<file path="src/rtl/sc_io_pkg.sv">
// Shared constants for the slide-switch input port: default width,
// CPU register map and the port identification word.
package sc_io_pkg;

    localparam int unsigned SW_WIDTH = 10;

    // CPU-visible register select values (io_addr)
    typedef enum logic [1:0] {
        REG_STABLE = 2'd0,
        REG_CHG    = 2'd1,
        REG_STATUS = 2'd2,
        REG_ID     = 2'd3
    } io_reg_e;

    localparam logic [31:0] PORT_ID = 32'h5357_0001;

endpackage

</file>
<file path="src/rtl/sc_sync2.sv">
// Parameterised-width two-flop synchronizer for asynchronous level inputs.
module sc_sync2 #(
    parameter int unsigned WIDTH = 1
) (
    input  logic             clock,
    input  logic             reset,
    input  logic [WIDTH-1:0] d,
    output logic [WIDTH-1:0] q
);

    logic [WIDTH-1:0] s1;
    logic [WIDTH-1:0] s2;

    // Two-stage resynchronisation into the clock domain
    always_ff @(posedge clock) begin
        if (reset) begin
            s1 <= '0;
            s2 <= '0;
        end else begin
            s1 <= d;
            s2 <= s1;
        end
    end

    assign q = s2;

endmodule

</file>
<file path="src/rtl/sc_switch_in_port.sv">
// Slide-switch input port: synchronise, debounce the whole vector with a
// single candidate/counter pair, latch per-bit change flags and expose
// everything through a small registered CPU read interface.
module sc_switch_in_port
    import sc_io_pkg::*;
#(
    parameter int unsigned SW_WIDTH        = sc_io_pkg::SW_WIDTH,
    parameter int unsigned DEBOUNCE_CYCLES = 16
) (
    input  logic                clock,
    input  logic                reset,
    input  logic [SW_WIDTH-1:0] sw,
    input  logic                io_rd,
    input  logic [1:0]          io_addr,
    output logic [31:0]         io_read_data,
    output logic [SW_WIDTH-1:0] sw_stable,
    output logic                change_irq
);

    localparam int unsigned       CNT_W   = $clog2(DEBOUNCE_CYCLES);
    localparam logic [CNT_W-1:0]  CNT_MAX = CNT_W'(DEBOUNCE_CYCLES - 1);

    logic [SW_WIDTH-1:0] s2;
    logic [SW_WIDTH-1:0] cand;
    logic [CNT_W-1:0]    cnt;
    logic [SW_WIDTH-1:0] chg;
    logic [SW_WIDTH-1:0] new_bits;
    logic [SW_WIDTH-1:0] rd_clr;
    logic [31:0]         rd_mux;

    sc_sync2 #(
        .WIDTH (SW_WIDTH)
    ) u_sync (
        .clock (clock),
        .reset (reset),
        .d     (sw),
        .q     (s2)
    );

    // Bits that flip on a commit this cycle, and flags cleared by an addr1 read
    always_comb begin
        new_bits = '0;
        rd_clr   = '0;
        if ((s2 == cand) && (cnt == CNT_MAX) && (cand != sw_stable)) begin
            new_bits = cand ^ sw_stable;
        end
        if (io_rd && (io_reg_e'(io_addr) == REG_CHG)) begin
            rd_clr = chg;
        end
    end

    // Debounce: restart on any change, saturate the counter, commit when settled
    always_ff @(posedge clock) begin
        if (reset) begin
            cand      <= '0;
            cnt       <= '0;
            sw_stable <= '0;
        end else if (s2 != cand) begin
            cand <= s2;
            cnt  <= '0;
        end else if (cnt < CNT_MAX) begin
            cnt <= cnt + CNT_W'(1);
        end else if (cand != sw_stable) begin
            sw_stable <= cand;
        end
    end

    // Sticky change flags; a set on the same edge as a read-clear wins
    always_ff @(posedge clock) begin
        if (reset) begin
            chg <= '0;
        end else begin
            chg <= (chg & ~rd_clr) | new_bits;
        end
    end

    // Register select for CPU reads (pre-edge values)
    always_comb begin
        rd_mux = '0;
        case (io_reg_e'(io_addr))
            REG_STABLE: rd_mux = 32'(sw_stable);
            REG_CHG:    rd_mux = 32'(chg);
            REG_STATUS: rd_mux = 32'(change_irq);
            REG_ID:     rd_mux = PORT_ID;
            default:    rd_mux = '0;
        endcase
    end

    // Registered read data, held while no read strobe
    always_ff @(posedge clock) begin
        if (reset) begin
            io_read_data <= '0;
        end else if (io_rd) begin
            io_read_data <= rd_mux;
        end
    end

    assign change_irq = |chg;

endmodule
</file>
<file path="config.mk">
export PLATFORM = sky130hd
export DESIGN_NAME = sc_switch_in_port
export DESIGN_NICKNAME = d
export VERILOG_FILES = /design/src/rtl/sc_io_pkg.sv /design/src/rtl/sc_sync2.sv /design/src/rtl/sc_switch_in_port.sv
export SDC_FILE = /design/constraint.sdc
export NUM_CORES = 1
export LEC_CHECK = 0
export CORE_UTILIZATION = 44
export DETAILED_ROUTE_END_ITERATION = 8
export GPL_TIMING_DRIVEN = 0
export PLACE_DENSITY = 0.73
export SETUP_SLACK_MARGIN = 0.15
export SYNTH_ARGS = -nofsm -noshare
export SYNTH_HDL_FRONTEND = slang
export SYNTH_SLANG_ARGS = --single-unit
</file>
<file path="constraint.sdc">
create_clock -name clock -period 1.9 [get_ports clock]
set_input_delay 0.19 -clock clock [delete_from_list [all_inputs] [get_ports clock]]
set_output_delay 0.19 -clock clock [all_outputs]
set_load 0.01 [all_outputs]
</file>
==> metrics.md, run 1 <==
| Metric | Value |
|---|---|
| Num rows | 27 |
| Clock-pin slew on the worst setup and hold paths | 70 ps |
| Detailed Route Iter0 Violations | 90 |
| Crit path DAT | 1950 ps |
| First-pass GRT wire length | 8452 um |
| PD cells | 829.6 nW/um2 |
| Clock sinks | 65 |
| Max Clk Rate | 599.6 MHz |
| Io pins | 58 |
| Via-to-Cell Ratio | 4.828 |
| CTS Root Buffer Type | clkbuf_8 |
| Post-layout min period | 1668 ps |
| Depth of the worst register-to-register path | 6 |
| Largest net degree at the start of global routing | 12 |
| Net Sw Power | 0.6537 mW |
| Routability cong. | 0.7648 |
| Num CTS Buffers | 9 |
| HPWL after detailed placement | 3553 um |
| Switching Fraction | 22.53% |
| Crit share post-route | 87.77% |
| Die ar. | 6314 um2 |
| Unrepaired setup endpoints after global routing | true |
| Diode count | 0 |
| Hold path depth | 2 |
| PnR Total Power | 2.901 mW |
| Syn_area_per_cell | 9.888 um2 |
| Worst skew pair latency | 350 ps |
| # H-tree levels | 3 |
| Maximum clock insertion buffer count | 2 |
| Slew margin rel. | 45.17% |
| Share of cells above drive strength 1 | 17.89% |
| Cts hold-fix bufs | 0 |
| Port buffer count | 43 |
| Initial core utilization | 46.80% |
| Worst Path Required | 2180 ps |
| Synth cell types | 32 |
| DR vias | 1994 |
| Global Route Usage Sum | 18.11% |
| Endpoints failing setup | 0 |
| P&R area growth vs syn | 32.46% |
| Placed cell count | 394 |
| Seq/Total Area, Yosys | 49.29% |
| Yosys top cell area share | 49.29% |
| Core area | 5642 um2 |
| Area leader, netlist | dfxtp_1 |
| Final Hold Viols | 0 |
| Layout filler cell count | 473 |
| CP Max Fanout | 10 |
| Cell count after synthesis | 267 |
| Chip width | 79.46 um |
| DR pass1 iterations | 5 |
| Comb power frac | 8.3% |
| Nature of the critical path endpoint | flip-flop |
| P_int | 2.247 mW |
| Vias in the first global route | 1862 |
| Setup Skew | 8.108 ps |
| Synth Cell Area | 2640 um2 |
| # DRC | 0 |
| Min-Delay Path Class | in -> reg |
| Antenna Nets Post-Route | 0 |
| Worst vdd ir | 0.0006162 V |
| Final net count | 352 |
| Pleak | 1.471 nW |
| Crit Path Class | reg -> reg |
| CTS tree | built |
| Total grt overflow | 0 |
| Status | finished, final reports clean |
| Startpoint types | flip-flop |
| Area contributors post-synth | dfxtp_1, nor2b_1, xor2_1 |
| Seq cells post-synth | 65 |
| Final WL | 5012 um |
| Worst-Margin Slew | 818.6 ps |
| Synthesis Warnings | 0 |
| Max-cap violations | 0 |
| Initial antenna violation count | 0 |
| Max-slew violation count | 0 |
| Final Non-Filler Cells | 413 |
| Clock power share | 43.1% |
| Final TNS setup | 0 ps |
| Reg power frac | 48.6% |
| Die H | 79.46 um |
| Routed wire per std cell | 12.14 um |
-- final timing paths --
path,to,slack (ps),startpoint
worst min-delay path,cand[0]$_SDFFE_PP0P_,230,reset
worst max-delay path,sw_stable[4]$_SDFFE_PP0P_,230,cand[1]$_SDFFE_PP0P_
worst max register to register,sw_stable[4]$_SDFFE_PP0P_,230,cand[1]$_SDFFE_PP0P_
worst min register to register,u_sync.q[3]$_SDFF_PP0_,430,u_sync.s1[3]$_SDFF_PP0_
-- through the flow --
stage	util, %	setup slack (ps)	cell area [um2]	hold slack, ps
finish	61.99	232.4	3497	226.6
global placement	56.82	73.05	3206	416.9
CTS	60.94	159.0	3438	206.6
global route	61.99	110.2	3497	254.4
detailed placement	56.82	1.008	3206	422.3
floorplan	-	401.9	2685	318.2
-- cell type report --
type                       instances  area (um2)  share of cell area [%]
clock inverter                     5       80.08                   2.290
buffer                            32       209.0                   5.975
timing repair buffer              45       444.2                   12.70
tap                               72       90.09                   2.576
inverter                           1       3.754                  0.1073
sequential                        65        1304                   37.28
clock buffer                      11       131.4                   3.757
multi-input combinational        182        1235                   35.31
-- power groups by stage --
stage | Clock, mW | Combinational [mW] | Sequential [mW]
2_1_floorplan | 0 | 0.147 | 1.44
3_5_place_dp | 0 | 0.218 | 1.44
3_3_place_gp | 0 | 0.215 | 1.44
6_report | 1.25 | 0.241 | 1.41
5_1_grt | 1.35 | 0.264 | 1.41
4_1_cts | 1.29 | 0.222 | 1.41
-- routing by layer --
metal | GRT usage [%] | vias to the layer above | share of wire, %
li1 | - | 1016 | -
met1 | 19.94 | 892 | 43
met2 | 29.40 | 80 | 49
met3 | 8.114 | 6 | 7.6
met4 | 8.909 | 0 | 1.1
met5 | 0 | - | 0
-- state kept, by name, summed over array words and instances (netlist names) --
signal        count
cand             10
u_sync.q         10
u_sync.s1        10
sw_stable        10
chg              10
io_read_data     11
cnt               4
-- logic make-up (layout without fill, tap and decap cells) --
group / Yosys count / after routing / share of synthesized area, %
other: 1 / 13 / 0.1420
DFF: 65 / 65 / 49.29
AOI/OAI and AO/OA: 44 / 44 / 10.00
buffers and inverters: 33 / 94 / 7.914
adders and majority gates: 1 / 1 / 0.4739
and+or+nand+nor: 91 / 92 / 20.62
muxes: 11 / 11 / 4.597
xor gates and xnor gates: 21 / 21 / 6.967
-- cells in the mapped netlist (all sizes together) --
library cell   n
o311ai         1
ha             1
clkbuf         9
nor3b          1
dfxtp         65
xnor2          1
mux2i          2
mux2           9
nand4b         1
nand2          2
a21oi         21
o21ai         10
buf           23
nor4           5
conb           1
nand3         14
and4           2
a31oi          2
nor3           2
nor2          19
xor2          20
a22o          10
and3           1
inv            1
nor2b         40
nand4          2
nand2b         2
-- layout by cell type, fill, tap and decap left out, types with 10 or more instances in the layout --
cell type / n
dfxtp_1: 63
clkdlybuf4s50_1: 42
nor2b_1: 40
buf_4: 23
xor2_1: 20
a21oi_1: 19
nor2_1: 18
nand3_1: 14
conb_1: 13
clkbuf_1: 10
a22o_1: 10
-- worst max-delay path, stage by stage, from the launching register on --
cell and delay, ps:
dfxtp_1 340, xor2_1 190, nor4_4 420, and4_1 260, buf_6 140, nand3_1 100
a21oi_2 150
-- what timing repair did --
action | in CTS | in global routing
gates cloned | 0 | 1
setup endpoints to repair | 21 | 28
pin swaps | 1 | 5
setup buffers | 1 | 1
gates resized for setup | 3 | 14
(Power assumes the default switching activity.)
==> run 2, diff against run 1 <==
--- a/config.mk
+++ b/config.mk
@@ -5,6 +5,7 @@
 export SDC_FILE = /design/constraint.sdc
 export NUM_CORES = 1
 export LEC_CHECK = 0
+export ABC_CLOCK_PERIOD_IN_PS = 1900
 export CORE_UTILIZATION = 44
 export DETAILED_ROUTE_END_ITERATION = 8
 export GPL_TIMING_DRIVEN = 0
==> results of run 2 <==
Same layout as run 1: the final DEF is identical, and so are final timing and power.
==> run 3, diff against run 2 <==
--- a/config.mk
+++ b/config.mk
@@ -6,6 +6,7 @@
 export NUM_CORES = 1
 export LEC_CHECK = 0
 export ABC_CLOCK_PERIOD_IN_PS = 1900
+export CORE_MARGIN = 2
 export CORE_UTILIZATION = 44
 export DETAILED_ROUTE_END_ITERATION = 8
 export GPL_TIMING_DRIVEN = 0
==> metrics.md, run 3 (same netlist as run 1, synthesis figures left out) <==
| Metric | Value |
|---|---|
| Status | finished, final reports clean |
| Net Sw Power | 0.6339 mW (-3.0%) |
| Die H | 81.46 um (+2.5%) |
| Cts hold-fix bufs | 0 (unchanged) |
| Worst vdd ir | 0.0006551 V (+6.3%) |
| Core area | 5851 um2 (+3.7%) |
| Num rows | 28 (+3.7%) |
| Crit Path Class | reg -> reg |
| Crit. Startpoint | cand[6]$_SDFFE_PP0P_ |
| Reg power frac | 43.8% (-4.8 points) |
| Largest net degree at the start of global routing | 12 (unchanged) |
| Slowest-stage cell, CP | nor4_4 |
| Placed cell count | 397 (+0.76%) |
| Global Route Usage Sum | 16.92% (-1.2 points) |
| Crit path DAT | 1980 ps (+30 ps) |
| P_int | 2.581 mW (+15%) |
| Routed wire per std cell | 12.24 um (+0.83%) |
| Crit share post-route | 89.56% (+1.8 points) |
| Port buffer count | 43 (unchanged) |
| Diode count | 0 (unchanged) |
| Slew margin rel. | 45.01% (-0.16 points) |
| Startpoint types | flip-flop |
| Clock-pin slew on the worst setup and hold paths | 70 ps (about the same) |
| HP Start | reset |
| # DRC | 0 (unchanged) |
| Unrepaired setup endpoints after global routing | true |
| Most frequent cells in the layout | dfxtp_1, clkdlybuf4s50_1, nor2b_1 |
| Max-cap violations | 0 (unchanged) |
| HPWL after detailed placement | 3706 um (+4.3%) |
| Num CTS Buffers | 9 (unchanged) |
| Top reg by flops | io_read_data |
| Switching Fraction | 19.72% (-2.8 points) |
| PD cells | 911.4 nW/um2 (+9.9%) |
| Nature of the critical path endpoint | flip-flop |
| Post-layout min period | 1702 ps (+34.04 ps) |
| Worst Path Required | 2170 ps (about the same) |
| DR vias | 1976 (-0.90%) |
| Final Hold Viols | 0 (unchanged) |
| Worst-Margin Slew | 821.0 ps (+2.402 ps) |
| Worst skew pair latency | 330 ps (-20 ps) |
| Leading cell type in the layout, fill and taps excluded | dfxtp_1 |
| Detailed Route Iter0 Violations | 67 (-26%) |
| P&R area growth vs syn | 33.60% |
| First-pass GRT wire length | 8452 um (unchanged) |
| Antenna Nets Post-Route | 0 (unchanged) |
| Final WL | 5078 um (+1.3%) |
| Via-to-Cell Ratio | 4.761 (-1.4%) |
| Finished Core Util | 60.29% (-1.7 points) |
| Comb power frac | 7.2% (-1.1 points) |
| CTS tree | built |
| Final TNS setup | 0 ps (unchanged) |
| Max FFs per register | 11 (unchanged) |
| Hold path depth | 2 (unchanged) |
| Slowest stage delay, CP | 380 ps (-40 ps) |
| R2R Path Start | cand[6]$_SDFFE_PP0P_ |
| Io pins | 58 (unchanged) |
| CP Max Fanout | 6 (-4) |
| Routability cong. | 0.7670 (+0.29%) |
| Setup Skew | 11.16 ps (+3.048 ps) |
| Vias in the first global route | 1838 (-1.3%) |
| Depth of the worst register-to-register path | 5 (-1) |
| CTS Root Buffer Type | clkbuf_8 |
| Flop-to-flop setup slack | 200 ps (-30 ps) |
| Initial core utilization | 45.12% (-1.7 points) |
| Critical path, cell by cell | xor2_1, nor4_4, nand4b_2, nor2_4, a22o_1 |
| Clock power share | 49.0% (+5.9 points) |
| Die ar. | 6636 um2 (+5.1%) |
| Final Non-Filler Cells | 415 (+0.48%) |
| Max-slew violation count | 0 (unchanged) |
| Endpoints failing setup | 0 (unchanged) |
| Pleak | 1.498 nW (+1.8%) |
| DR pass1 iterations | 4 (-1) |
| Initial antenna violation count | 0 (unchanged) |
| # H-tree levels | 3 (unchanged) |
| Share of cells above drive strength 1 | 17.65% (-0.24 points) |
| Max Clk Rate | 587.7 MHz (-2.0%) |
| Final net count | 351 (-0.28%) |
| Maximum clock insertion buffer count | 2 (unchanged) |
| Min-Delay Path Class | in -> reg |
| Total grt overflow | 0 (unchanged) |
| Chip width | 81.46 um (+2.5%) |
| Clock sinks | 65 (unchanged) |
run 3: worst max-delay path: cells and delay by family (launching register included):
kind	cells	cell delay [ps]
AND/OR/NAND/NOR	3	950
flip-flops	1	350
XOR/XNOR	1	200
AO/OA/AOI/OAI	1	150
run 3: what timing repair did:
| item | in CTS | in global routing |
|---|---|---|
| hold endpoints to repair | 0 | 0 |
| buffers inserted | 1 | 0 |
| gates resized for setup | 3 | 7 |
| pin swaps | 1 | 4 |
| cloned | 0 | 1 |
| endpoints found under the setup margin | 21 | 28 |
run 3: metrics by stage:
stage | instance area, um2 | hold WS (ps) | power [mW] | setup WS, ps
final | 3527 | 249.2 | 3.214 | 198.3
after CTS | 3507 | 249.1 | 3.239 | 169.8
after detailed placement | 3209 | 421.8 | 1.660 | 46.18
after global placement | 3209 | 416.3 | 1.653 | 121.8
after global routing | 3527 | 245.4 | 3.349 | 87.14
after floorplan | 2685 | 318.2 | 1.584 | 401.9
run 3: worst paths after layout:
path,endpoint
setup / recovery,chg[7]$_SDFF_PP0_
setup reg to reg,chg[7]$_SDFF_PP0_
hold / removal,cand[0]$_SDFFE_PP0P_
hold reg to reg,u_sync.q[3]$_SDFF_PP0_
run 3: power groups by stage:
| stage | registers (mW) | logic [mW] | clock network [mW] |
|---|---|---|---|
| floorplan | 1.44 | 0.147 | 0 |
| global placement | 1.44 | 0.214 | 0 |
| detailed placement | 1.44 | 0.220 | 0 |
| CTS | 1.41 | 0.224 | 1.61 |
| global route | 1.41 | 0.253 | 1.68 |
| finish | 1.41 | 0.230 | 1.58 |
run 3: routing by layer:
| metal | vias up | track usage, % | routed length [um] |
|---|---|---|---|
| met3 | 14 | 4.396 | 311 |
| met2 | 65 | 28.03 | 2443 |
| met4 | 0 | 9.661 | 127 |
| met5 | - | 0 | 0 |
| li1 | 1016 | - | - |
| met1 | 881 | 19.78 | 2195 |
run 3: cell type report:
type / count / area (um2)
clock buffer: 11 / 151.4
inverter: 1 / 3.754
tap: 75 / 93.84
buffer: 32 / 211.5
timing repair buffer: 44 / 436.7
fill: 509 / 2323
sequential: 65 / 1304
multi-input combinational: 182 / 1201
clock inverter: 5 / 125.1
